==> config.mk <==
export PLATFORM = sky130hd
export DESIGN_NAME = lif_neuron_integrator_flat
export DESIGN_NICKNAME = d
export VERILOG_FILES = /design/src/rtl/lif_neuron_integrator_if.sv /design/src/rtl/lif_neuron_integrator.sv /design/src/flat_wrapper.sv
export SDC_FILE = /design/constraint.sdc
export NUM_CORES = 1
export LEC_CHECK = 0
export ABC_CLOCK_PERIOD_IN_PS = 6000
export BUFFER_PORTS_ARGS = -buffer_cell sky130_fd_sc_hd__buf_2
export CAP_MARGIN = 20
export CORE_MARGIN = 3
export CORE_UTILIZATION = 55
export CTS_BUF_LIST = sky130_fd_sc_hd__clkbuf_16
export DETAILED_ROUTE_END_ITERATION = 10
export GPL_TIMING_DRIVEN = 0
export PLACE_DENSITY = 0.77
export SETUP_SLACK_MARGIN = 0.15
export SLEW_MARGIN = 20
export SYNTH_ARGS = -nofsm -noshare
export SYNTH_HDL_FRONTEND = slang
export SYNTH_SLANG_ARGS = --single-unit
==> constraint.sdc <==
create_clock -name clk -period 6 [get_ports clk]
set_input_delay 0.3 -clock clk [delete_from_list [all_inputs] [get_ports clk]]
set_output_delay 0.3 -clock clk [all_outputs]
set_load 0.02 [all_outputs]
==> src/rtl/lif_neuron_integrator_if.sv <==
`default_nettype none
// +--------------------------------------------------------------------+
// | lif_neuron_integrator_if                                           |
// | Synaptic input stream and spike result bundle for the LIF neuron.  |
// | Rev 1.0                                                            |
// +--------------------------------------------------------------------+
interface lif_neuron_integrator_if #(
   parameter int IN_WIDTH = 12
);
   logic                in_valid;
   logic                in_ready;
   logic [IN_WIDTH-1:0] in_sum;
   logic                spike_out;
   logic                spike_valid;

   modport master (
      output in_valid,
      output in_sum,
      input  in_ready,
      input  spike_out,
      input  spike_valid
   );

   modport slave (
      input  in_valid,
      input  in_sum,
      output in_ready,
      output spike_out,
      output spike_valid
   );
endinterface
`default_nettype wire

==> src/rtl/lif_neuron_integrator.sv <==
`default_nettype none
// +--------------------------------------------------------------------+
// | lif_neuron_integrator                                              |
// | Leaky integrate-and-fire membrane over T_STEPS timesteps/sample.   |
// | Macro LIF_SOFT_RESET_EN selects subtractive post-fire reset.       |
// | Rev 1.0                                                            |
// +--------------------------------------------------------------------+
module lif_neuron_integrator #(
   parameter int IN_WIDTH = 12,
   parameter int V_WIDTH  = 16,
   parameter int T_STEPS  = 8
) (
   input  wire                   clk,
   input  wire                   rst,
   input  wire                   start,
   input  wire   [V_WIDTH-1:0]   threshold,
   input  wire   [3:0]           leak_shift,
   output logic  [7:0]           spike_cnt,
   output logic                  busy,
   output logic                  done,
   lif_neuron_integrator_if.slave bus
);

   localparam int SUM_W = ((IN_WIDTH > V_WIDTH) ? IN_WIDTH : V_WIDTH) + 1;

   localparam logic [1:0] IDLE  = 2'd0;
   localparam logic [1:0] INTEG = 2'd1;
   localparam logic [1:0] DONE  = 2'd2;

   logic [1:0]         state_q,       state_d;
   logic [V_WIDTH-1:0] v_q,           v_d;
   logic [7:0]         step_q,        step_d;
   logic [7:0]         spike_cnt_q,   spike_cnt_d;
   logic [V_WIDTH-1:0] thr_q,         thr_d;
   logic [3:0]         leak_q,        leak_d;
   logic               spike_out_q,   spike_out_d;
   logic               spike_valid_q, spike_valid_d;

   logic               w_xfer;
   logic               w_last;
   logic [V_WIDTH-1:0] w_v_leak;
   logic [SUM_W-1:0]   w_sum_wide;
   logic               w_sat;
   logic [V_WIDTH-1:0] w_v_sum;
   logic               w_fire;
   logic [V_WIDTH-1:0] w_v_post_fire;

   assign w_xfer = (state_q == INTEG) && bus.in_valid;
   assign w_last = (step_q == 8'(T_STEPS - 1));

   // Shift-based leak: v decays by v/2^leak_shift each accepted step.
   assign w_v_leak   = (leak_q == 4'd0) ? v_q : (v_q - (v_q >> leak_q));
   assign w_sum_wide = {{(SUM_W-V_WIDTH){1'b0}}, w_v_leak}
                     + {{(SUM_W-IN_WIDTH){1'b0}}, bus.in_sum};
   assign w_sat      = |w_sum_wide[SUM_W-1:V_WIDTH];
   assign w_v_sum    = w_sat ? {V_WIDTH{1'b1}} : w_sum_wide[V_WIDTH-1:0];
   assign w_fire     = (w_v_sum >= thr_q);

`ifdef LIF_SOFT_RESET_EN
   // Fire implies w_v_sum >= thr_q, so this cannot underflow.
   assign w_v_post_fire = w_v_sum - thr_q;
`else
   assign w_v_post_fire = '0;
`endif

   always_comb begin
      state_d       = state_q;
      v_d           = v_q;
      step_d        = step_q;
      spike_cnt_d   = spike_cnt_q;
      thr_d         = thr_q;
      leak_d        = leak_q;
      spike_out_d   = spike_out_q;
      spike_valid_d = 1'b0;

      case (state_q)
         IDLE: begin
            if (start) begin
               state_d     = INTEG;
               v_d         = '0;
               step_d      = '0;
               spike_cnt_d = '0;
               thr_d       = threshold;
               leak_d      = leak_shift;
            end
         end
         INTEG: begin
            if (w_xfer) begin
               spike_valid_d = 1'b1;
               spike_out_d   = w_fire;
               step_d        = step_q + 8'd1;
               if (w_fire) begin
                  v_d         = w_v_post_fire;
                  spike_cnt_d = spike_cnt_q + 8'd1;
               end else begin
                  v_d = w_v_sum;
               end
               if (w_last) begin
                  state_d = DONE;
               end
            end
         end
         DONE: begin
            state_d = IDLE;
         end
         default: begin
            state_d = IDLE;
         end
      endcase
   end

   always_ff @(posedge clk or posedge rst) begin
      if (rst) begin
         state_q       <= IDLE;
         v_q           <= '0;
         step_q        <= '0;
         spike_cnt_q   <= '0;
         thr_q         <= '0;
         leak_q        <= '0;
         spike_out_q   <= 1'b0;
         spike_valid_q <= 1'b0;
      end else begin
         state_q       <= state_d;
         v_q           <= v_d;
         step_q        <= step_d;
         spike_cnt_q   <= spike_cnt_d;
         thr_q         <= thr_d;
         leak_q        <= leak_d;
         spike_out_q   <= spike_out_d;
         spike_valid_q <= spike_valid_d;
      end
   end

   assign bus.in_ready    = (state_q == INTEG);
   assign bus.spike_out   = spike_out_q;
   assign bus.spike_valid = spike_valid_q;
   assign spike_cnt       = spike_cnt_q;
   assign busy            = (state_q != IDLE);
   assign done            = (state_q == DONE);

endmodule
`default_nettype wire

==> src/flat_wrapper.sv <==
// flat-port wrapper written by rule: the top's interface ports become plain ports
module lif_neuron_integrator_flat 
#(
   parameter int IN_WIDTH = 12,
   parameter int V_WIDTH  = 16,
   parameter int T_STEPS  = 8
)
  (clk, rst, start, threshold, leak_shift, spike_cnt, busy, done, bus_in_valid, bus_in_sum, bus_in_ready, bus_spike_out, bus_spike_valid);
  lif_neuron_integrator_if #(.IN_WIDTH(IN_WIDTH)) bus_i ();
  input  wire clk;
  input  wire rst;
  input  wire start;
  input  wire   [V_WIDTH-1:0] threshold;
  input  wire   [3:0] leak_shift;
  output logic  [7:0] spike_cnt;
  output logic busy;
  output logic done;
  input wire logic [$bits(bus_i.in_valid)-1:0] bus_in_valid;
  input wire logic [$bits(bus_i.in_sum)-1:0] bus_in_sum;
  output wire logic [$bits(bus_i.in_ready)-1:0] bus_in_ready;
  output wire logic [$bits(bus_i.spike_out)-1:0] bus_spike_out;
  output wire logic [$bits(bus_i.spike_valid)-1:0] bus_spike_valid;
  assign bus_i.in_valid = bus_in_valid;
  assign bus_i.in_sum = bus_in_sum;
  assign bus_in_ready = bus_i.in_ready;
  assign bus_spike_out = bus_i.spike_out;
  assign bus_spike_valid = bus_i.spike_valid;
  lif_neuron_integrator #(.IN_WIDTH(IN_WIDTH), .V_WIDTH(V_WIDTH), .T_STEPS(T_STEPS)) u_core (.clk(clk), .rst(rst), .start(start), .threshold(threshold), .leak_shift(leak_shift), .spike_cnt(spike_cnt), .busy(busy), .done(done), .bus(bus_i));
endmodule
---- After elaboration in Yosys (flattened, before gate mapping) ----
Index checks and enable logic that the tools add are counted.
storage, ports and cells
  bits of input ports ..................... 36
  output and inout bits ................... 13
  word-level logic and storage cells ...... 49
  latch bits .............................. 0
  ROM bits ................................ 0
  bits in registers ....................... 56
  bits in writable memories ............... 0
  memories kept ........................... 0
operators by class
  shift-type cells ........................ 1
  divide/modulo/power cells ............... 0
  add/subtract/negate cells ............... 4
  eq/ne operators ......................... 7
  $lt $le $gt $ge ......................... 1
  bitwise gates (word level) .............. 0
  reduce and logical (&&, ||, !) cells .... 10
  multipliers ............................. 0
  muxes and demuxes ....................... 18
operator list
  kind                                                    number
  2-to-1 mux 16 bit                                       5
  2-to-1 mux 8 bit                                        4
  case mux 16 bit (2 select lines)                        1
  case mux 8 bit (2 select lines)                         2
  adder 16 x 12 -> 17 bit                                 1
  adder 8 x 1 -> 8 bit (second input constant)            2
  >= comparator 16 bit                                    1
  right shift 16 x 4 -> 16 bit                            1
  subtractor 16 bit                                       1
  == test 8 x 3 -> 1 bit (second input constant)          1
  2-to-1 mux 2 bit                                        3
  inequality test 2 x 1 -> 1 bit (second input constant)  3
  AND reduction 3 bit                                     2
  logical NOT 4 bit                                       1
  case mux 2 bit (2 select lines)                         1
  AND reduction 2 bit                                     2
  AND reduction 4 bit                                     1
  nonzero test 2 bit                                      2
  == test 2 x 1 -> 1 bit (second input constant)          1
  == test 2 bit (second input constant)                   1
  logical NOT 2 bit                                       1
  2-to-1 mux 1 bit                                        2
  inequality test 2 bit (second input constant)           1
  logical AND 1 bit                                       1

---- Logic depth before layout (Yosys ltp) ----
Gate-level depths: netlist of run 1.
  depth after elaboration ................. 9
  mapped depth ............................ 34
  depth with buffers taken out ............ 30

---- Worst setup path before layout of run 1 ----
OpenSTA, ideal clock, no wires.
  path type ............................... reg-to-reg
  start point ............................. register u_core.leak_q[1]
  end point ............................... register u_core.spike_cnt_q[4] (netlist: u_core.spike_cnt[4])
  cell stages (with the launch flop) ...... 35
  slack ................................... -176 ps
  arrival time ............................ 6098 ps
  clock period less this slack ............ 6176 ps
  library setup time ...................... 78 ps
  path buffers ............................ 5
  data required time ...................... 5922 ps
  cell sequence ........................... dfrtp_1 -> buf_2 -> clkbuf_1 -> mux2i_1 -> nand2_1 -> nand2_1 -> o21ai_0 -> mux2_2 -> ha_1 -> inv_1 -> fa_1 -> a211oi_1 -> o211a_1 -> nor2_1 -> xnor2_1 -> a21oi_1 -> ha_1 -> nand2_1 -> o21a_1 -> nand3b_1 -> o211ai_1 -> and2_1 -> buf_2 -> buf_2 -> a21oi_1 -> inv_1 -> ha_1 -> a21o_1 -> a21o_1 -> a211oi_1 -> a21oi_1 -> o21ai_1 -> clkbuf_1 -> o21ai_0 -> a21oi_1
between the ends
  word-level cells in the longest chain between the ends .. 8
  elaborated cells on any way between the ends .. 9
  classes of those cells .................. add/sub (2); order compare (1); eq/ne (1); shift (1); mux (2); reduce/logical (2)
ends and longest elaborated chain
  item                                                 line                          text
  start: declaration                                   lif_neuron_integrator.sv:35   logic [3:0] leak_q, leak_d;
  start signal: assignment                             lif_neuron_integrator.sv:128  leak_q <= leak_d;
  right shift 16 x 4 -> 16 bit                         lif_neuron_integrator.sv:52   assign w_v_leak = (leak_q == 4'd0) ? v_q : (v_q - (v_q >> leak_q));
  subtractor 16 bit                                    lif_neuron_integrator.sv:52
  2-to-1 mux 16 bit (*)                                lif_neuron_integrator.sv:52
  adder 16 x 12 -> 17 bit (*)                          lif_neuron_integrator.sv:54   + {{(SUM_W-IN_WIDTH){1'b0}}, bus.in_sum};
  2-to-1 mux 16 bit (*)                                lif_neuron_integrator.sv:56   assign w_v_sum = w_sat ? {V_WIDTH{1'b1}} : w_sum_wide[V_WIDTH-1:0];
  >= comparator 16 bit (*)                             lif_neuron_integrator.sv:57   assign w_fire = (w_v_sum >= thr_q);
  inequality test 2 x 1 -> 1 bit (no source line) (*)  -
  AND reduction 4 bit (no source line) (*)             -
  end signal: assignment                               lif_neuron_integrator.sv:126  spike_cnt_q <= spike_cnt_d;
  end: declaration                                     lif_neuron_integrator.sv:33   logic [7:0] spike_cnt_q, spike_cnt_d;
Mark *: on every way between the ends. The rest lies on a longest branch, timed or not.
A chain may end at the register's enable or synchronous reset.

---- Worst setup path in the final report of run 1 ----
  start point ............................. register u_core.leak_q[1]
  end point ............................... register u_core.v_q[2]
between the ends
  word-level cells in the longest chain between the ends .. 9
  elaborated cells on any way between the ends .. 10
  classes of those cells .................. add/sub (2); order compare (1); shift (1); mux (5); reduce/logical (1)
ends and longest elaborated chain
  item                                  line                          text
  right shift 16 x 4 -> 16 bit          lif_neuron_integrator.sv:52
  subtractor 16 bit                     lif_neuron_integrator.sv:52
  2-to-1 mux 16 bit (*)                 lif_neuron_integrator.sv:52
  adder 16 x 12 -> 17 bit (*)           lif_neuron_integrator.sv:54
  2-to-1 mux 16 bit (*)                 lif_neuron_integrator.sv:56
  >= comparator 16 bit                  lif_neuron_integrator.sv:57
  2-to-1 mux 16 bit (*)                 lif_neuron_integrator.sv:92   if (w_fire) begin
  2-to-1 mux 16 bit (*)                 lif_neuron_integrator.sv:88   if (w_xfer) begin
  case mux 16 bit (2 select lines) (*)  lif_neuron_integrator.sv:76   case (state_q)
  end signal: assignment                lif_neuron_integrator.sv:124  v_q <= v_d;
  end: declaration                      lif_neuron_integrator.sv:31   logic [V_WIDTH-1:0] v_q, v_d;
Mark *: on every way between the ends. The rest lies on a longest branch, timed or not. The select of a mux whose other input is x is not followed.

==> results.yml, run 1 <==
outcome:
  outcome: "complete, but fails checks"
  violations: "design-rule violations, negative setup slack"
global_route:
  maximum_number_of_pins_on_one_net_before_global_route_repair: 57
  grt_pass1_vias: 5141
  grtUsageTotal: 0.314
  global_route_wire_length_before_repair_um: 25500
  grt_antenna_before_repair: 0
  grt.overflow.total: 0
critical_path:
  rrSetupSlack_ns: -0.41
  timing.critical_path.arrival_ns: 6.63
  slowest_cell_on_the_critical_path: "sky130_fd_sc_hd__or3_4"
  timing_worst_setup_path_type: "reg2reg"
  critical_path_depth: 29
  critical_path.max_fanout: 6
  cp.buffers_inverters: 4
  critical_path.startpoint_type: "flip-flop"
  cpPeakStageDelay_ns: 0.42
  crit_path_end: "u_core.v_q[2]"
  worst-r2r-cell-count: 29
  r2r_endpoint: "u_core.v_q[2]"
  crit-reg2reg-launch: "u_core.leak_q[1]"
  critical_path.startpoint: "u_core.leak_q[1]"
  worstPathRequired_ns: 6.22
  end_kind: "flip-flop"
  critical-path-top-delay-family: "compound AO/OA/AOI/OAI gates"
timing:
  max_freq_mhz: 156
  period_minus_slack_ns: 6.41
  slew-limit-headroom: 0.381
  grt_setup_unrepaired: "true"
  finClkSkew_ns: 0.00674
  finalSetupViolations: 25
  worst_pin_slew_ns: 0.919
  hold_violations: 0
  setup_slack_ns: -0.408
  timing.final.crit_share: 1.07
  timing.final.max_slew_violations: 0
  finalHoldWorstSlack_ns: 0.106
synth:
  synth_ff_type: "sky130_fd_sc_hd__dfrtp_1"
  synthMuxAreaShare: 0.0569
  syn_inst_count: 621
  synth_seq_area_share: 0.281
  yosys.area.top_type: "sky130_fd_sc_hd__dfrtp_1"
  synthMostInstantiatedCell: "sky130_fd_sc_hd__nand2_1"
  postSynthRegisterBits: 56
  synth_commonest_cells: "sky130_fd_sc_hd__nand2_1 (102), sky130_fd_sc_hd__o21ai_0 (63), sky130_fd_sc_hd__dfrtp_1 (56), sky130_fd_sc_hd__a21oi_1 (47), sky130_fd_sc_hd__ha_1 (47)"
  synth_largest_type_area_fraction: 0.281
  synth_area_in_simple_gates: 0.196
  synth_edf_count: 0
  synth.distinct_cells: 65
  yosys.area_share.xor_xnor: 0.0456
  synth-adder-area-share: 0.126
  avgSynthCellArea_um2: 8.03
  netlist_top_cells_area: "sky130_fd_sc_hd__dfrtp_1 (28%), sky130_fd_sc_hd__ha_1 (12%), sky130_fd_sc_hd__nand2_1 (7.7%), sky130_fd_sc_hd__o21ai_0 (6.3%), sky130_fd_sc_hd__a21oi_1 (4.7%)"
  synthesis.yosys.warnings: 0
  largest_family_of_logic_cells_by_synthesized_area: "compound AO/OA/AOI/OAI gates"
  asyncSetResetFlopFracSynth: 1.00
  post_synth_instance_area_um2: 4990
  postSynthNetCount: 706
  synth_area_in_compound_gates: 0.240
route:
  routed_wire_length_per_instance_um: 21.2
  drt_drc_violations_left: 1
  detail_route.iter0.violations: 473
  ant_nets: 0
  firstDrtPassIters: 9
  route.vias.total: 5482
  vias_per_cell: 6.53
  finalWirelength_um: 17800
place:
  dpl.hpwl_um: 10400
  io_buffers: 48
  gp_congestion: 0.949
clock_network:
  clk_lat_worst_skew_ns: 0.30
  cts-hold-fix-buffers: 0
  clk_pin_slew_worst_paths_ns: 0.08
  clk_root_buffer_cell: "sky130_fd_sc_hd__clkbuf_16"
  cts_num_sinks: 56
  max-clock-path-buffers: 2
  tritoncts: "built"
  number_of_h_tree_branching_levels: 2
  cts-buffers-inserted: 5
floorplanning:
  design.die.area_um2: 10200
  floorplan.io_pins: 49
  fp.dieW_um: 101
  fp.coreArea_um2: 8760
  floorplan.rows: 34
  starting_density: 0.569
  die_height_um: 101
finish:
  fin_nets: 815
  final_layout_size_suffix_gt1_frac: 0.352
  area_growth_pct: 36.0
  fillCellCount: 560
  diodes: 0
worst_hold_path:
  kind_of_path_behind_the_tightest_hold_check: "in2async"
run:
  maxCapViolations: 0
cell usage in the layout (no fill, tap or decap), types with 7 or more instances in the layout:
master / n
sky130_fd_sc_hd__ha_1: 33
sky130_fd_sc_hd__nand3_1: 8
sky130_fd_sc_hd__nor2_1: 32
sky130_fd_sc_hd__nand2_1: 98
sky130_fd_sc_hd__o31ai_1: 7
sky130_fd_sc_hd__ha_4: 10
sky130_fd_sc_hd__a21oi_2: 15
sky130_fd_sc_hd__buf_4: 48
sky130_fd_sc_hd__o21ai_0: 39
sky130_fd_sc_hd__a21oi_4: 8
sky130_fd_sc_hd__o211ai_1: 10
sky130_fd_sc_hd__a21o_1: 14
sky130_fd_sc_hd__o21ai_1: 8
sky130_fd_sc_hd__buf_2: 52
sky130_fd_sc_hd__inv_1: 32
sky130_fd_sc_hd__o21ai_2: 22
sky130_fd_sc_hd__mux2i_1: 10
sky130_fd_sc_hd__a21oi_1: 24
sky130_fd_sc_hd__xnor2_1: 13
sky130_fd_sc_hd__clkbuf_1: 11
sky130_fd_sc_hd__xor2_1: 11
sky130_fd_sc_hd__dfrtp_1: 56
sky130_fd_sc_hd__nand2b_1: 7
flip-flops by register name (all words and copies together) (netlist names):
signal                  count
u_core.bus.spike_valid      1
u_core.v_q                 16
u_core.bus.spike_out        1
u_core.thr_q               16
u_core.state_q              2
u_core.spike_cnt            8
u_core.leak_q               4
u_core.step_q               8
cells by family (layout without fill, tap and decap cells):
logic type,after synthesis,count (layout)
AO/OA/AOI/OAI,191,191
XOR/XNOR,26,26
adder cells (fa/ha/maj),49,49
buffers and inverters,67,177
flip-flops,56,56
multiplexers,24,24
AND/OR/NAND/NOR,208,208
how the worst min path moves through the flow:
stage	from	endpoint	slack (ns)	cells after the start
final	rst	u_core.spike_cnt[2]	0.11	2
after detailed placement	rst	u_core.thr_q[0]	0.46	2
after global routing	rst	u_core.spike_cnt[2]	0.18	2
after global placement	u_core.step_q[1]	u_core.step_q[1]	0.49	2
after CTS	rst	u_core.thr_q[0]	0.14	2
after floorplan	leak_shift[1]	u_core.leak_q[1]	0.41	2
cell type report:
| cell class | count | area [um^2] | share of cell area |
|---|---|---|---|
| buffer | 28 | 203 | 0.0299 |
| clock buffer | 5 | 125 | 0.0184 |
| clock inverter | 3 | 46.3 | 0.00682 |
| inverter | 39 | 161 | 0.0238 |
| multi-input combinational | 498 | 4010 | 0.591 |
| sequential | 56 | 1400 | 0.206 |
| tap | 108 | 135 | 0.0199 |
| timing repair buffer | 102 | 707 | 0.104 |
timing repair:
item,in CTS,in global routing
buffers inserted,34,16
setup endpoints to repair,25,25
cloned,4,0
gates resized for setup,132,73
pin swaps,66,46
hold endpoints to repair,0,0
per-stage QoR:
stage               cells  instance area (um^2)  TNS [ns]  setup slack (ns)   util
floorplan             621                  5000         0             0.161      -
global placement      777                  5380    -16.81            -0.806  0.614
detailed placement    777                  5380    -19.94            -0.974  0.614
CTS                   823                  6360         0           0.00376  0.726
global route          839                  6790    -17.48            -0.779  0.774
finish                839                  6790     -7.65            -0.408  0.774
layer usage:
layer  track usage  vias up  wire length [um]
li1              -     2432                 -
met1         0.403     2639              6740
met2         0.518      310              8630
met3        0.0420      101              1400
met4         0.162        0               998
met5             0        -                 0
Power of run 1 is left out: the tool's default activity adds up to more than one toggle a clock period on the data nets, which glitch-free logic cannot reach.
==> run 2, diff against run 1 <==
Settings changed: CORE_UTILIZATION 55 to 50, HOLD_SLACK_MARGIN set to 0.06, PLACE_DENSITY 0.77 to 0.71.
==> results.yml, run 2 (synthesized netlist as in run 1, its figures left out) <==
critical_path:
  worstPathRequired_ns: 6.22
  critical_path.startpoint: "u_core.leak_q[1]"
  end_kind: "flip-flop"
  crit-reg2reg-launch: "u_core.leak_q[1]"
  timing_worst_setup_path_type: "reg2reg"
  cpPeakStageDelay_ns: 0.53
  critical_path.startpoint_type: "flip-flop"
  critical_path.max_fanout: 7
  slowest_cell_on_the_critical_path: "sky130_fd_sc_hd__or4_1"
  timing.critical_path.arrival_ns: 6.28
global_route:
  grtUsageTotal: 0.269
  grt_antenna_before_repair: 0
  grt_pass1_vias: 4962
  global_route_wire_length_before_repair_um: 24300
  maximum_number_of_pins_on_one_net_before_global_route_repair: 57
  grt.overflow.total: 0
timing:
  worst_pin_slew_ns: 0.687
  timing.final.crit_share: 1.01
  period_minus_slack_ns: 6.06
  grt_setup_unrepaired: "true"
  timing.final.max_slew_violations: 0
  finalSetupViolations: 9
  max_freq_mhz: 165
  hold_violations: 0
  setup_slack_ns: -0.0605
  finalHoldWorstSlack_ns: 0.109
  finClkSkew_ns: 0.00915
  slew-limit-headroom: 0.542
finish:
  final_layout_size_suffix_gt1_frac: 0.337
  mostFrequentLayoutCell: "sky130_fd_sc_hd__nand2_1"
  layout_top_registers: "u_core.thr_q x16, u_core.v_q x16"
  highest_count_cells_in_the_layout_ignoring_fill_and_taps: "sky130_fd_sc_hd__nand2_1 (97), sky130_fd_sc_hd__dfrtp_1 (55), sky130_fd_sc_hd__buf_2 (52)"
  fin_nets: 803
  area_growth_pct: 34.5
  diodes: 0
  stdcell_count: 848
clock_network:
  cts-hold-fix-buffers: 0
  clk_lat_worst_skew_ns: 0.30
  clk_pin_slew_worst_paths_ns: 0.08
  max-clock-path-buffers: 2
  cts-buffers-inserted: 5
  clk_root_buffer_cell: "sky130_fd_sc_hd__clkbuf_16"
  number_of_h_tree_branching_levels: 2
  tritoncts: "built"
  cts_num_sinks: 56
floorplanning:
  starting_density: 0.527
  floorplan.rows: 35
  fp.coreArea_um2: 9460
  floorplan.io_pins: 49
  die_height_um: 106
  design.die.area_um2: 11200
  fp.dieW_um: 106
worst_hold_path:
  kind_of_path_behind_the_tightest_hold_check: "in2async"
route:
  drt_drc_violations_left: 0
  detail_route.iter0.violations: 386
  routed_wire_length_per_instance_um: 18.4
  firstDrtPassIters: 5
  route.vias.total: 5066
  ant_nets: 0
  finalWirelength_um: 15600
  vias_per_cell: 5.97
place:
  dpl.hpwl_um: 10600
  dp_slack_ns: -1.00
  io_buffers: 48
  gp_congestion: 0.914
  cell_total_after_placement: 798
run:
  maxCapViolations: 0
outcome:
  violations: "negative setup slack"
  outcome: "complete, but fails checks"
==> run 2: timing repair <==
action | in CTS | in global routing
setup endpoints to repair | 25 | 25
resized for setup | 116 | 81
cloned | 3 | 1
pin swaps | 70 | 52
setup buffers | 27 | 11
==> run 2: metal layers <==
layer,track usage,vias up,share of wire
met5,0,-,0
met4,0.0749,0,0.024
met3,0.0312,33,0.048
met2,0.478,157,0.51
met1,0.344,2466,0.42
li1,-,2410,-
==> run 2: layout make-up <==
class / instances / area (um^2)
Inverter: 39 / 154
Multi-Input combinational cell: 498 / 4030
Buffer: 28 / 196
Clock inverter: 3 / 27.5
Tap cell: 129 / 161
Timing Repair Buffer: 90 / 618
Fill cell: 730 / 2750
Clock buffer: 5 / 125
Sequential cell: 56 / 1400
==> run 2: worst max-delay path, delay by kind of cell (launching register included) <==
kind            cells  cell delay, ns
mux                 2            0.36
simple gates        5            0.96
flops               1            0.41
xor+xnor            1            0.22
buf+inv             7            0.84
fa+ha+maj           4            1.10
compound gates     13            2.04
==> run 2: worst paths after layout <==
kind / endpoint / slack (ns) / cells after the start
min reg2reg: u_core.step_q[1] / 0.52 / 2
min in group clk: u_core.leak_q[3] / 0.20 / 3
min: u_core.spike_cnt[0] / 0.11 / 2
max: u_core.spike_cnt[7] / -0.06 / 32
max in group asynchronous: u_core.v_q[4] / 5.40 / 2
max reg2reg: u_core.spike_cnt[7] / -0.06 / 32
==> run 2: stage by stage <==
step / util / setup TNS, ns / area (um^2)
after floorplan: - / 0 / 5000
after global placement: 0.572 / -18.96 / 5410
after detailed placement: 0.572 / -20.84 / 5410
after CTS: 0.663 / 0 / 6270
after global routing: 0.710 / -6.88 / 6710
final: 0.710 / -0.184 / 6710
Power of run 2 is left out for the same reason.
==> run 3, diff against run 2 <==
Settings changed: CELL_PAD_IN_SITES_DETAIL_PLACEMENT set to 0, CELL_PAD_IN_SITES_GLOBAL_PLACEMENT set to 2, CORE_UTILIZATION 50 to 33, PLACE_DENSITY 0.71 to 0.77, TNS_END_PERCENT set to 30.
==> results.yml, run 3 (synthesized netlist as in run 1, its figures left out) <==
finish:
  postLayoutCellArea_um2: 6590
  layout_top_registers: "u_core.thr_q x16, u_core.v_q x16"
  fillCellCount: 1473
  area_growth_pct: 32.0
  diodes: 0
  fin_nets: 804
  mostFrequentLayoutCell: "sky130_fd_sc_hd__nand2_1"
  area_taken_by_multi_input_logic_gates_um2: 3800
  final_layout_size_suffix_gt1_frac: 0.293
  area.sequential_um2: 1400
  highest_count_cells_in_the_layout_ignoring_fill_and_taps: "sky130_fd_sc_hd__nand2_1 (99), sky130_fd_sc_hd__dfrtp_1 (56), sky130_fd_sc_hd__buf_2 (52)"
critical_path:
  end_kind: "flip-flop"
  slowest_cell_on_the_critical_path: "sky130_fd_sc_hd__dfrtp_1"
  rrSetupSlack_ns: -0.22
  r2r_endpoint: "u_core.v_q[11]"
  cpPeakStageDelay_ns: 0.41
  critical_path.startpoint_type: "flip-flop"
  timing_worst_setup_path_type: "reg2reg"
  critical_path.max_fanout: 6
  worstPathRequired_ns: 6.23
  worst-r2r-cell-count: 32
  timing.critical_path.arrival_ns: 6.45
  crit-reg2reg-launch: "u_core.leak_q[1]"
timing:
  timing.final.crit_share: 1.04
  worst_pin_slew_ns: 0.702
  setup_slack_ns: -0.222
  finalSetupViolations: 25
  finalHoldWorstSlack_ns: 0.113
  hold_violations: 0
  slew-limit-headroom: 0.529
  timing.final.max_slew_violations: 0
  period_minus_slack_ns: 6.22
  max_freq_mhz: 161
  grt_setup_unrepaired: "true"
  finClkSkew_ns: 0.00770
route:
  drt_drc_violations_left: 0
  route.vias.total: 4831
  firstDrtPassIters: 4
  routed_wire_length_per_instance_um: 17.3
  vias_per_cell: 5.34
  finalWirelength_um: 15600
  detail_route.iter0.violations: 180
  ant_nets: 0
floorplanning:
  starting_density: 0.341
  floorplan.io_pins: 49
  fp.coreArea_um2: 14600
  die_height_um: 129
  design.die.area_um2: 16600
  fp.dieW_um: 129
  floorplan.rows: 44
clock_network:
  cts-buffers-inserted: 5
  clk_pin_slew_worst_paths_ns: 0.08
  tritoncts: "built"
  clk_root_buffer_cell: "sky130_fd_sc_hd__clkbuf_16"
  cts-hold-fix-buffers: 0
  max-clock-path-buffers: 2
  clk_lat_worst_skew_ns: 0.30
  cts_num_sinks: 56
  number_of_h_tree_branching_levels: 2
outcome:
  outcome: "complete, but fails checks"
  violations: "negative setup slack"
place:
  dpl.hpwl_um: 11600
  gp_congestion: 0.868
  dp_slack_ns: -1.18
  io_buffers: 48
  dpl_cell_area_um2: 5480
global_route:
  global_route_wire_length_before_repair_um: 25000
  grt_pass1_vias: 4725
  grtUsageTotal: 0.188
  maximum_number_of_pins_on_one_net_before_global_route_repair: 57
  grt.overflow.total: 0
  grt_antenna_before_repair: 0
worst_hold_path:
  kind_of_path_behind_the_tightest_hold_check: "in2async"
run:
  maxCapViolations: 0
-- run 3: final cells by class --
type,instances,area share
clock buffers,5,0.0190
multi-input cells,498,0.578
clock inverters,3,0.00380
repair buffers,91,0.0975
flip-flops and latches,56,0.213
inverters,39,0.0234
well taps,184,0.0350
plain buffers,28,0.0310
-- run 3: stage by stage --
stage / TNS, ns / cells / utilization
2_1_floorplan: 0 / 621 / -
3_3_place_gp: -25.85 / 853 / 0.374
3_5_place_dp: -26.07 / 853 / 0.374
4_1_cts: -0.693 / 896 / 0.436
5_1_grt: -9.72 / 904 / 0.450
6_report: -4.36 / 904 / 0.450
-- run 3: worst max-delay path: cells and delay by family (launching register included) --
family,cells,cell delay (ns)
AOI/OAI and AO/OA,13,2.14
DFF,1,0.41
adders and majority gates,3,0.77
buffers and inverters,7,0.87
and+or+nand+nor,5,0.94
xor gates and xnor gates,1,0.20
muxes,3,0.80
-- run 3: how the worst max path moves through the flow --
stage                                start                   to  slack (ns)
after floorplan           u_core.leak_q[0]        u_core.v_q[2]        0.16
after global placement    u_core.leak_q[0]        u_core.v_q[3]       -1.17
after detailed placement  u_core.leak_q[0]        u_core.v_q[0]       -1.18
after CTS                 u_core.leak_q[1]  u_core.spike_cnt[5]       -0.07
after global routing      u_core.leak_q[1]  u_core.spike_cnt[7]       -0.44
final                     u_core.leak_q[1]       u_core.v_q[11]       -0.22
-- run 3: layer usage --
layer | vias up | share of wire | track usage
met2 | 85 | 0.49 | 0.317
met4 | 0 | 0.015 | 0.0408
met1 | 2311 | 0.46 | 0.257
met3 | 17 | 0.034 | 0.0278
li1 | 2418 | - | -
met5 | - | 0 | 0
-- run 3: what timing repair did --
action / in CTS / in global routing
setup endpoints to repair: 25 / 25
pin swaps: 35 / 22
cloned: 3 / 0
setup buffers: 32 / 8
gates resized for setup: 120 / 36
Power of run 3 is left out for the same reason.
